<file path="config.mk">
export PLATFORM = sky130hd
export DESIGN_NAME = time_set_ctrl
export DESIGN_NICKNAME = d
export VERILOG_FILES = /design/src/rtl/time_set_pkg.sv /design/src/rtl/btn_debounce.sv /design/src/rtl/time_set_ctrl.sv
export SDC_FILE = /design/constraint.sdc
export NUM_CORES = 1
export LEC_CHECK = 0
export CAP_MARGIN = 20
export CORE_ASPECT_RATIO = 0.7
export CORE_MARGIN = 5
export CORE_UTILIZATION = 53
export DETAILED_ROUTE_END_ITERATION = 10
export GPL_TIMING_DRIVEN = 0
export PLACE_DENSITY = 0.76
export SLEW_MARGIN = 20
export SYNTH_ARGS = -nofsm -noshare
export SYNTH_HDL_FRONTEND = slang
export SYNTH_SLANG_ARGS = --single-unit
</file>
<file path="constraint.sdc">
create_clock -name clk -period 2.28 [get_ports clk]
set_clock_uncertainty 0.2 [all_clocks]
set_input_delay 0.456 -clock clk [delete_from_list [all_inputs] [get_ports clk]]
set_output_delay 0.456 -clock clk [all_outputs]
set_load 0.01 [all_outputs]
</file>
<file path="src/rtl/time_set_pkg.sv">
// time_set_pkg
// Shared definitions for the time-set controller: the set-mode state enum,
// the clock-field limits and widths, and wrap-around increment helpers used
// when editing hours and minutes.
package time_set_pkg;

    localparam int HRS_W  = 5;
    localparam int MINS_W = 6;

    localparam logic [HRS_W-1:0]  MAX_HRS  = HRS_W'(23);
    localparam logic [MINS_W-1:0] MAX_MINS = MINS_W'(59);

    typedef enum logic [1:0] {
        ST_RUN      = 2'd0,
        ST_SET_HRS  = 2'd1,
        ST_SET_MINS = 2'd2
    } state_t;

    // >= rather than == so an out-of-range value loaded from the counter
    // still lands back in range on the next increment.
    function automatic logic [HRS_W-1:0] next_hrs(input logic [HRS_W-1:0] h);
        return (h >= MAX_HRS) ? '0 : h + 1'b1;
    endfunction

    function automatic logic [MINS_W-1:0] next_mins(input logic [MINS_W-1:0] m);
        return (m >= MAX_MINS) ? '0 : m + 1'b1;
    endfunction

endpackage

</file>
<file path="src/rtl/btn_debounce.sv">
// btn_debounce
// Two-flop synchronizer, debounce counter and rising-edge press pulse for one
// raw push button.
//   clk, reset : clock, synchronous active-high reset
//   btn        : raw asynchronous button level (active-high)
//   press      : one-cycle pulse on a debounced press (never on release)
//   held       : debounced level, only when the button is armed
//                (present only when TIME_SET_AUTO_REPEAT_EN is defined)
// A button that is already down when reset is released is not armed: it
// produces no press until it has been seen released once.
module btn_debounce #(
    parameter int DEBOUNCE_CYCLES = 1_000_000
) (
    input  logic clk,
    input  logic reset,
    input  logic btn,
`ifdef TIME_SET_AUTO_REPEAT_EN
    output logic held,
`endif
    output logic press
);

    localparam int CW = (DEBOUNCE_CYCLES > 1) ? $clog2(DEBOUNCE_CYCLES) : 1;
    localparam logic [CW-1:0] CNT_LAST = CW'(DEBOUNCE_CYCLES - 1);

    logic [1:0]    sync_q;
    logic [1:0]    fill_q;
    logic [CW-1:0] cnt;
    logic          level;
    logic          level_d;
    logic          armed;

    always_ff @(posedge clk) begin
        if (reset) begin
            sync_q  <= '0;
            fill_q  <= '0;
            cnt     <= '0;
            level   <= 1'b0;
            level_d <= 1'b0;
            armed   <= 1'b0;
        end else begin
            sync_q  <= {sync_q[0], btn};
            // fill_q[1] marks that sync_q[1] now reflects the real pin
            // rather than the reset value of the synchronizer.
            fill_q  <= {fill_q[0], 1'b1};
            level_d <= level;

            // Count consecutive cycles where the synchronized input
            // disagrees with the accepted level; any agreement restarts it.
            if (sync_q[1] == level) begin
                cnt <= '0;
            end else if (cnt == CNT_LAST) begin
                cnt   <= '0;
                level <= sync_q[1];
            end else begin
                cnt <= cnt + 1'b1;
            end

            if (!armed && fill_q[1] && !sync_q[1] && !level)
                armed <= 1'b1;
        end
    end

    assign press = armed & level & ~level_d;

`ifdef TIME_SET_AUTO_REPEAT_EN
    assign held = armed & level;
`endif

endmodule

</file>
<file path="src/rtl/time_set_ctrl.sv">
// time_set_ctrl
// Two-button clock time-setting controller. Mode steps RUN -> SET_HRS ->
// SET_MINS -> RUN; inc bumps the field being edited with wrap-around. Leaving
// SET_MINS with mode loads the edited time into the timekeeping counter;
// leaving by idle timeout discards the edit.
//   clk, reset           : clock, synchronous active-high reset
//   btn_mode, btn_inc    : raw asynchronous buttons
//   cur_hrs, cur_mins    : running time from the timekeeping counter
//   run_en               : timekeeping counter enable (0 while editing)
//   load_stb             : one-cycle load strobe for load_hrs/load_mins
//   load_hrs, load_mins  : edit registers (valid while load_stb = 1)
//   disp_hrs, disp_mins  : time to display
//   blank_mask           : per-digit blank, bit0 = mins LS ... bit3 = hrs MS
// Optional feature macro TIME_SET_AUTO_REPEAT_EN: holding inc in a set state
// repeats the increment every DEBOUNCE_CYCLES*32 cycles, starting
// DEBOUNCE_CYCLES*64 cycles after the press.
module time_set_ctrl
    import time_set_pkg::*;
#(
    parameter int DEBOUNCE_CYCLES = 1_000_000,
    parameter int BLINK_BIT       = 25,
    parameter int TIMEOUT_CYCLES  = 1_000_000_000
) (
    input  logic              clk,
    input  logic              reset,
    input  logic              btn_mode,
    input  logic              btn_inc,
    input  logic [HRS_W-1:0]  cur_hrs,
    input  logic [MINS_W-1:0] cur_mins,
    output logic              run_en,
    output logic              load_stb,
    output logic [HRS_W-1:0]  load_hrs,
    output logic [MINS_W-1:0] load_mins,
    output logic [HRS_W-1:0]  disp_hrs,
    output logic [MINS_W-1:0] disp_mins,
    output logic [3:0]        blank_mask
);

    localparam int IW = (TIMEOUT_CYCLES > 1) ? $clog2(TIMEOUT_CYCLES) : 1;
    localparam logic [IW-1:0] IDLE_LAST = IW'(TIMEOUT_CYCLES - 1);

    state_t              state;
    logic [HRS_W-1:0]    edit_hrs;
    logic [MINS_W-1:0]   edit_mins;
    logic [IW-1:0]       idle_cnt;
    logic [BLINK_BIT:0]  blink_cnt;
    logic                mode_press;
    logic                inc_press;
    logic                inc_evt;
    logic                blink_phase;

`ifdef TIME_SET_AUTO_REPEAT_EN
    localparam int REP_FIRST = DEBOUNCE_CYCLES * 64;
    localparam int RW        = $clog2(REP_FIRST);
    localparam logic [RW-1:0] REP_LAST   = RW'(REP_FIRST - 1);
    localparam logic [RW-1:0] REP_RELOAD = RW'(DEBOUNCE_CYCLES * 32);

    logic          mode_held;
    logic          inc_held;
    logic [RW-1:0] rep_cnt;
    logic          rep_fire;

    btn_debounce #(.DEBOUNCE_CYCLES(DEBOUNCE_CYCLES)) u_mode (
        .clk   (clk),
        .reset (reset),
        .btn   (btn_mode),
        .held  (mode_held),
        .press (mode_press)
    );

    btn_debounce #(.DEBOUNCE_CYCLES(DEBOUNCE_CYCLES)) u_inc (
        .clk   (clk),
        .reset (reset),
        .btn   (btn_inc),
        .held  (inc_held),
        .press (inc_press)
    );

    assign rep_fire = inc_held && (state != ST_RUN) && (rep_cnt == REP_LAST);

    // After the first repeat the counter restarts at 32*D, so later repeats
    // come every 32*D cycles. No repeat while mode is also held down.
    always_ff @(posedge clk) begin
        if (reset || !inc_held || mode_held || (state == ST_RUN) ||
            inc_press || mode_press) begin
            rep_cnt <= '0;
        end else if (rep_fire) begin
            rep_cnt <= REP_RELOAD;
        end else begin
            rep_cnt <= rep_cnt + 1'b1;
        end
    end

    assign inc_evt = inc_press | rep_fire;
`else
    btn_debounce #(.DEBOUNCE_CYCLES(DEBOUNCE_CYCLES)) u_mode (
        .clk   (clk),
        .reset (reset),
        .btn   (btn_mode),
        .press (mode_press)
    );

    btn_debounce #(.DEBOUNCE_CYCLES(DEBOUNCE_CYCLES)) u_inc (
        .clk   (clk),
        .reset (reset),
        .btn   (btn_inc),
        .press (inc_press)
    );

    assign inc_evt = inc_press;
`endif

    always_ff @(posedge clk) begin
        if (reset) begin
            blink_cnt <= '0;
        end else begin
            blink_cnt <= blink_cnt + 1'b1;
        end
    end

    assign blink_phase = blink_cnt[BLINK_BIT];

    // Mode is tested before inc in each set state, so a mode press in the
    // same cycle as an inc press wins and the inc is dropped.
    always_ff @(posedge clk) begin
        if (reset) begin
            state     <= ST_RUN;
            run_en    <= 1'b1;
            load_stb  <= 1'b0;
            edit_hrs  <= '0;
            edit_mins <= '0;
            idle_cnt  <= '0;
        end else begin
            load_stb <= 1'b0;
            case (state)
                ST_RUN: begin
                    idle_cnt <= '0;
                    if (mode_press) begin
                        state     <= ST_SET_HRS;
                        run_en    <= 1'b0;
                        edit_hrs  <= cur_hrs;
                        edit_mins <= cur_mins;
                    end
                end
                ST_SET_HRS: begin
                    if (mode_press) begin
                        state    <= ST_SET_MINS;
                        idle_cnt <= '0;
                    end else if (inc_evt) begin
                        edit_hrs <= next_hrs(edit_hrs);
                        idle_cnt <= '0;
                    end else if (idle_cnt == IDLE_LAST) begin
                        state    <= ST_RUN;
                        run_en   <= 1'b1;
                        idle_cnt <= '0;
                    end else begin
                        idle_cnt <= idle_cnt + 1'b1;
                    end
                end
                ST_SET_MINS: begin
                    if (mode_press) begin
                        state    <= ST_RUN;
                        run_en   <= 1'b1;
                        load_stb <= 1'b1;
                        idle_cnt <= '0;
                    end else if (inc_evt) begin
                        edit_mins <= next_mins(edit_mins);
                        idle_cnt  <= '0;
                    end else if (idle_cnt == IDLE_LAST) begin
                        state    <= ST_RUN;
                        run_en   <= 1'b1;
                        idle_cnt <= '0;
                    end else begin
                        idle_cnt <= idle_cnt + 1'b1;
                    end
                end
                default: begin
                    state    <= ST_RUN;
                    run_en   <= 1'b1;
                    idle_cnt <= '0;
                end
            endcase
        end
    end

    assign load_hrs  = edit_hrs;
    assign load_mins = edit_mins;

    always_comb begin
        disp_hrs   = cur_hrs;
        disp_mins  = cur_mins;
        blank_mask = 4'b0000;
        if (state != ST_RUN) begin
            disp_hrs  = edit_hrs;
            disp_mins = edit_mins;
        end
        if (blink_phase) begin
            if (state == ST_SET_HRS)
                blank_mask = 4'b1100;
            else if (state == ST_SET_MINS)
                blank_mask = 4'b0011;
        end
    end

endmodule

</file>
Word level (Yosys, flattened, before mapping)
Cells that the tools add are included.
- shift-type cells: 0
- reductions and logical operators: 26
- multiplexer cells: 30
- magnitude comparators: 2
- bitwise gates (word level): 10
- multipliers: 0
- divide/modulo/power cells: 0
- add/subtract/negate cells: 6
- equality and inequality tests: 12
- operators with widths (cell ; number):
    $add 20x1->20 const B ; 2
    $eq 20x20->1 const B ; 2
    $add 30x1->30 const B ; 1
    $eq 30x30->1 const B ; 1
    $mux 6 ; 5
    $add 26x1->26 const B ; 1
    $mux 5 ; 5
    $mux 2 ; 6
    $pmux 6 s2 ; 1
    $ne 2x2->1 const B ; 5
    $pmux 5 s2 ; 1
    $mux 1 ; 8
    $mux 4 ; 2
    $reduce_and 4->1 ; 2
    $add 6x1->6 const B ; 1
    $ge 6x6->1 const B ; 1
    $logic_and 1x1->1 ; 6
    $logic_not 1->1 ; 6
    $not 1->1 ; 6
    $pmux 2 s3 ; 1
    $reduce_and 2->1 ; 3
    $reduce_bool 2->1 ; 3
    $reduce_or 3->1 ; 2
    $add 5x1->5 const B ; 1
    9 further kinds ; 14
- bits in read-only memories: 0
- input bits: 15
- bits in writable memories: 0
- output and inout port bits: 28
- register bits: 125
- latch bits: 0
- memories kept: 0
- word-level logic and storage cells: 107

Depth between registers and ports, before layout
- depth after elaboration: 5
- gate-level depth with buffers: 8
- gate-level depth less buffers: 7

Modules after synthesis
A second synthesis with hierarchy kept.
- cells, all modules: 725
- area, all modules: 6223.5 um2
- modules (own cells, without submodules) (module ; times used ; area each (um2) ; cells each):
    time_set_ctrl ; 1 ; 3858.7 ; 459
    btn_debounce ; 2 ; 1182.4 ; 133

Worst setup path before layout
OpenSTA, ideal clock, no wires.
- path kind: reg-to-output
- start: reg state[0]
- end: out disp_hrs[0]
- data required time: 1624 ps
- setup slack: -5 ps
- arrival: 1629 ps
- stages on the path, launching flop included: 6
- cells stage by stage: dfxtp_1 -> inv_1 -> ha_1 -> buf_1 -> clkbuf_1 -> mux2_2
- word-level cells in the longest chain between the ends: 2
- ends and longest elaborated chain (item ; line ; source):
    start: declaration ; time_set_ctrl.sv:42 ; state_t state;
    start signal: assignment ; time_set_ctrl.sv:127 ; state <= ST_RUN;
    start signal: assignment ; time_set_ctrl.sv:139 ; state <= ST_SET_HRS;
    start signal: assignment ; time_set_ctrl.sv:147 ; state <= ST_SET_MINS;
    $reduce_bool 2->1 ; time_set_ctrl.sv:193 ; if (state != ST_RUN) begin
    $mux 5 ; time_set_ctrl.sv:193 ;
    end: declaration ; time_set_ctrl.sv:34 ; output logic [HRS_W-1:0] disp_hrs,
No other way between the ends.

Worst setup path in the final report
- start: reg state[0]
- end: out disp_hrs[3]
The elaborated chain is that of the path after synthesis.

==> flow_metrics.env <==
export IMPL_hold_path_class="flop to flop"
export IMPL_root_buffer="clkbuf_16"
export IMPL_power_frac_clock=0.559
export IMPL_hold_violations=0
export IMPL_grt_usage=0.207
export IMPL_synth_cells=675
export IMPL_holdPathEnd="u_mode.sync_q[1]$_SDFF_PP0_"
export IMPL_power_switching_mw=1.04
export IMPL_r2r_cells=9
export IMPL_clkTransAtPathRegs_ns=0.05
export IMPL_crit_slowest_cell="dfxtp_4"
export IMPL_coreArea_um2=10900
export IMPL_wl_met1_mm=6.42
export IMPL_dr_wl_met2_mm=6.05
export IMPL_cp_required_ns=1.62
export IMPL_finalWirelength_mm=13.5
export IMPL_rsz0062_at_grt="true"
export IMPL_dieArea_um2=13300
export IMPL_drtAntennaViolNets=0
export IMPL_worstPathArrival_ns=1.60
export IMPL_vias_per_cell=5.56
export IMPL_cts_path_max_buffers=2
export IMPL_yosys_most_used_dff="dfxtp_1"
export IMPL_cp_max_fo=5
export IMPL_wl_per_cell_um=14.9
export IMPL_max_vdd_ir_drop_v=0.000519
export IMPL_io_buffers=42
export IMPL_relSlewSlack=0.570
export IMPL_p_comb_frac=0.027
export IMPL_cpPeakStageDelay_ns=0.36
export IMPL_final_cells=910
export IMPL_syn_area_per_cell_um2=8.66
export IMPL_ys_types=61
export IMPL_fmax_ghz=0.443
export IMPL_design_area_um2=7320
export IMPL_critPathBufInv=3
export IMPL_dpl_cell_area_um2=6460
export IMPL_firstDrtPassIters=5
export IMPL_synthTopCellsByArea="dfxtp_1 (42%), nor2_1 (7.9%), xor2_1 (7.0%)"
export IMPL_synth_fp_nets=701
export IMPL_status="finished, final reports clean"
export IMPL_yosysWarningCount=0
export IMPL_grt_overflow=0
export IMPL_timing_rr_end="load_hrs[2]$_SDFFE_PP0P_"
export IMPL_clk_latency_ns=0.41
export IMPL_yosys_area_top_type="dfxtp_1"
export IMPL_hold_start="u_mode.sync_q[0]$_SDFF_PP0_"
export IMPL_drive_above_1_share=0.136
export IMPL_synthesis_area_um2=5850
export IMPL_antenna_found_initial=0
export IMPL_hold_buffers=0
export IMPL_htree_levels=4
export IMPL_syn2layout_area_growth_pct=25.2
export IMPL_worstMarginPinSlew_ns=0.639
export IMPL_finalCritPeriodShare=0.991
export IMPL_routed_wl_met3_um=965
export IMPL_cp_end_kind="output port"
export IMPL_vias=5062
export IMPL_post_route_drc_count=0
export IMPL_start_kind="flop"
export IMPL_r2r_start="state[1]$_SDFFE_PP0P_"
export IMPL_dp_hpwl_mm=9.00
export IMPL_rrSetupSlack_ns=0.13
export IMPL_setup_violations_final=0
export IMPL_share_seq_of_total_power=0.414
export IMPL_numCtsBuffers=17
export IMPL_cp_num_cells=5
export IMPL_routed_top_layer="met4"
export IMPL_nets=770
export IMPL_synth_seq_cells=123
export IMPL_num_rows=32
export IMPL_synth_top_cell_area_share=0.421
export IMPL_p_int_mw=4.23
export IMPL_die_w_um=136
export IMPL_p_per_area_nw_per_um2=720
export IMPL_post_route_util=0.672
export IMPL_switching_share=0.198
export IMPL_grt_pass1_wl_mm=22.7
export IMPL_cp_top_family="flip-flops"
export IMPL_fp_dieH_um=97.9
export IMPL_cts_num_sinks=123
export IMPL_place_congestion=0.802
export IMPL_grt_start_max_net_pins=17
export IMPL_dpl_cell_count=870
export IMPL_max_cap_violations=0
export IMPL_p_leak_nw=2.65
export IMPL_hold_slack_ns=0.236
export IMPL_async_flop_share=0
export IMPL_layout_common_cells="nor2_1 (123), dfxtp_1 (121), xor2_1 (47)"
export IMPL_setup_tns_ns=0
export IMPL_ys_seq_area_frac=0.421
export IMPL_diodes=0
export IMPL_io_pins=43
export IMPL_holdPathStages=1
export IMPL_initial_core_util=0.537
export IMPL_synth_edff_count=0
export IMPL_final_common_cell="nor2_1"
export IMPL_finalMaxSlewViolations=0
export IMPL_first_global_vias=4850
export IMPL_cts_tree="done"
export IMPL_drt_iter0_markers=452
export IMPL_worstSetupPathType="flop to output port"
export IMPL_fin_crit_ns=2.26
export IMPL_crit_chain="inv_4 -> ha_4 -> clkbuf_16 -> mux2_4 -> buf_6"
-- state kept, by name (all words and copies together), names as in the netlist, 5 cells and up --
name / flops
blink_cnt: 26
idle_cnt: 30
load_hrs: 5
load_mins: 6
u_inc.cnt: 20
u_mode.cnt: 20
-- per-stage QoR --
| stage | total power [mW] | setup WS [ns] |
|---|---|---|
| after floorplan | 2.29 | 0.0793 |
| after global placement | 2.36 | -0.592 |
| after CTS | 5.31 | -0.0764 |
| after global routing | 5.44 | -0.0413 |
| final | 5.27 | 0.0206 |
| after detailed placement | 2.37 | -0.638 |
-- kinds of logic after synthesis --
logic type,Yosys count,share of synthesized area
simple gates,335,0.300
flops,123,0.421
xor+xnor,83,0.124
compound gates,70,0.0738
buf+inv,41,0.0347
mux,12,0.0225
fa+ha+maj,11,0.0235
-- power by group through the flow --
stage	Combinational, mW	Clock, mW	Sequential (mW)
6_report	0.143	2.95	2.18
5_1_grt	0.157	3.10	2.18
4_1_cts	0.141	2.99	2.18
3_5_place_dp	0.136	0	2.23
3_3_place_gp	0.132	0	2.23
2_1_floorplan	0.0597	0	2.23
-- per-layer routing --
| metal | GRT usage | vias up |
|---|---|---|
| met1 | 0.290 | 2375 |
| met4 | 0.0581 | 0 |
| li1 | - | 2492 |
| met2 | 0.310 | 180 |
| met3 | 0.0649 | 15 |
| met5 | 0 | - |
-- synthesized netlist by cell type (all sizes together) (2+ instances only) --
cell       n
o211a      3
a221oi     2
xnor2     36
buf       14
o2111ai    2
or3        7
nor4b      3
nand3b     2
nand4     29
nor2b     12
or2        4
and3       9
nor4      13
nand4b     2
a21oi     26
nand2     45
o21ai     18
inv       17
nand3     39
ha        11
a21o       2
and4      16
nor2     125
clkbuf     9
mux2i      3
xor2      47
a31oi      4
and3b      2
dfxtp    123
nor3b      4
o211ai     2
mux2       9
nor3      16
and2       6
-- how the worst max path moves through the flow --
stage                                     start     endpoint  slack (ns)
after global placement    state[0]$_SDFFE_PP0P_  disp_hrs[3]       -0.59
after global routing      state[0]$_SDFFE_PP0P_  disp_hrs[2]       -0.04
after CTS                 state[0]$_SDFFE_PP0P_  disp_hrs[3]       -0.08
final                     state[0]$_SDFFE_PP0P_  disp_hrs[3]        0.02
after floorplan           state[0]$_SDFFE_PP0P_  disp_hrs[0]        0.08
after detailed placement  state[0]$_SDFFE_PP0P_  disp_hrs[3]       -0.64
-- timing repair --
| item | in CTS | in global routing |
|---|---|---|
| gates resized for setup | 82 | 11 |
| setup buffers | 9 | 2 |
| cloned | 0 | 1 |
| pin swaps | 1 | 1 |
| endpoints found under the setup margin | 20 | 40 |
-- area by class of cell --
class	instances	area (um^2)
repair buffers	54	523
plain buffers	19	141
multi-input cells	511	3270
clock buffers	20	457
fillers	873	3570
inverters	18	72.6
well taps	153	191
flip-flops and latches	123	2470
clock inverters	12	194
Power figures use the tool's default switching activity.
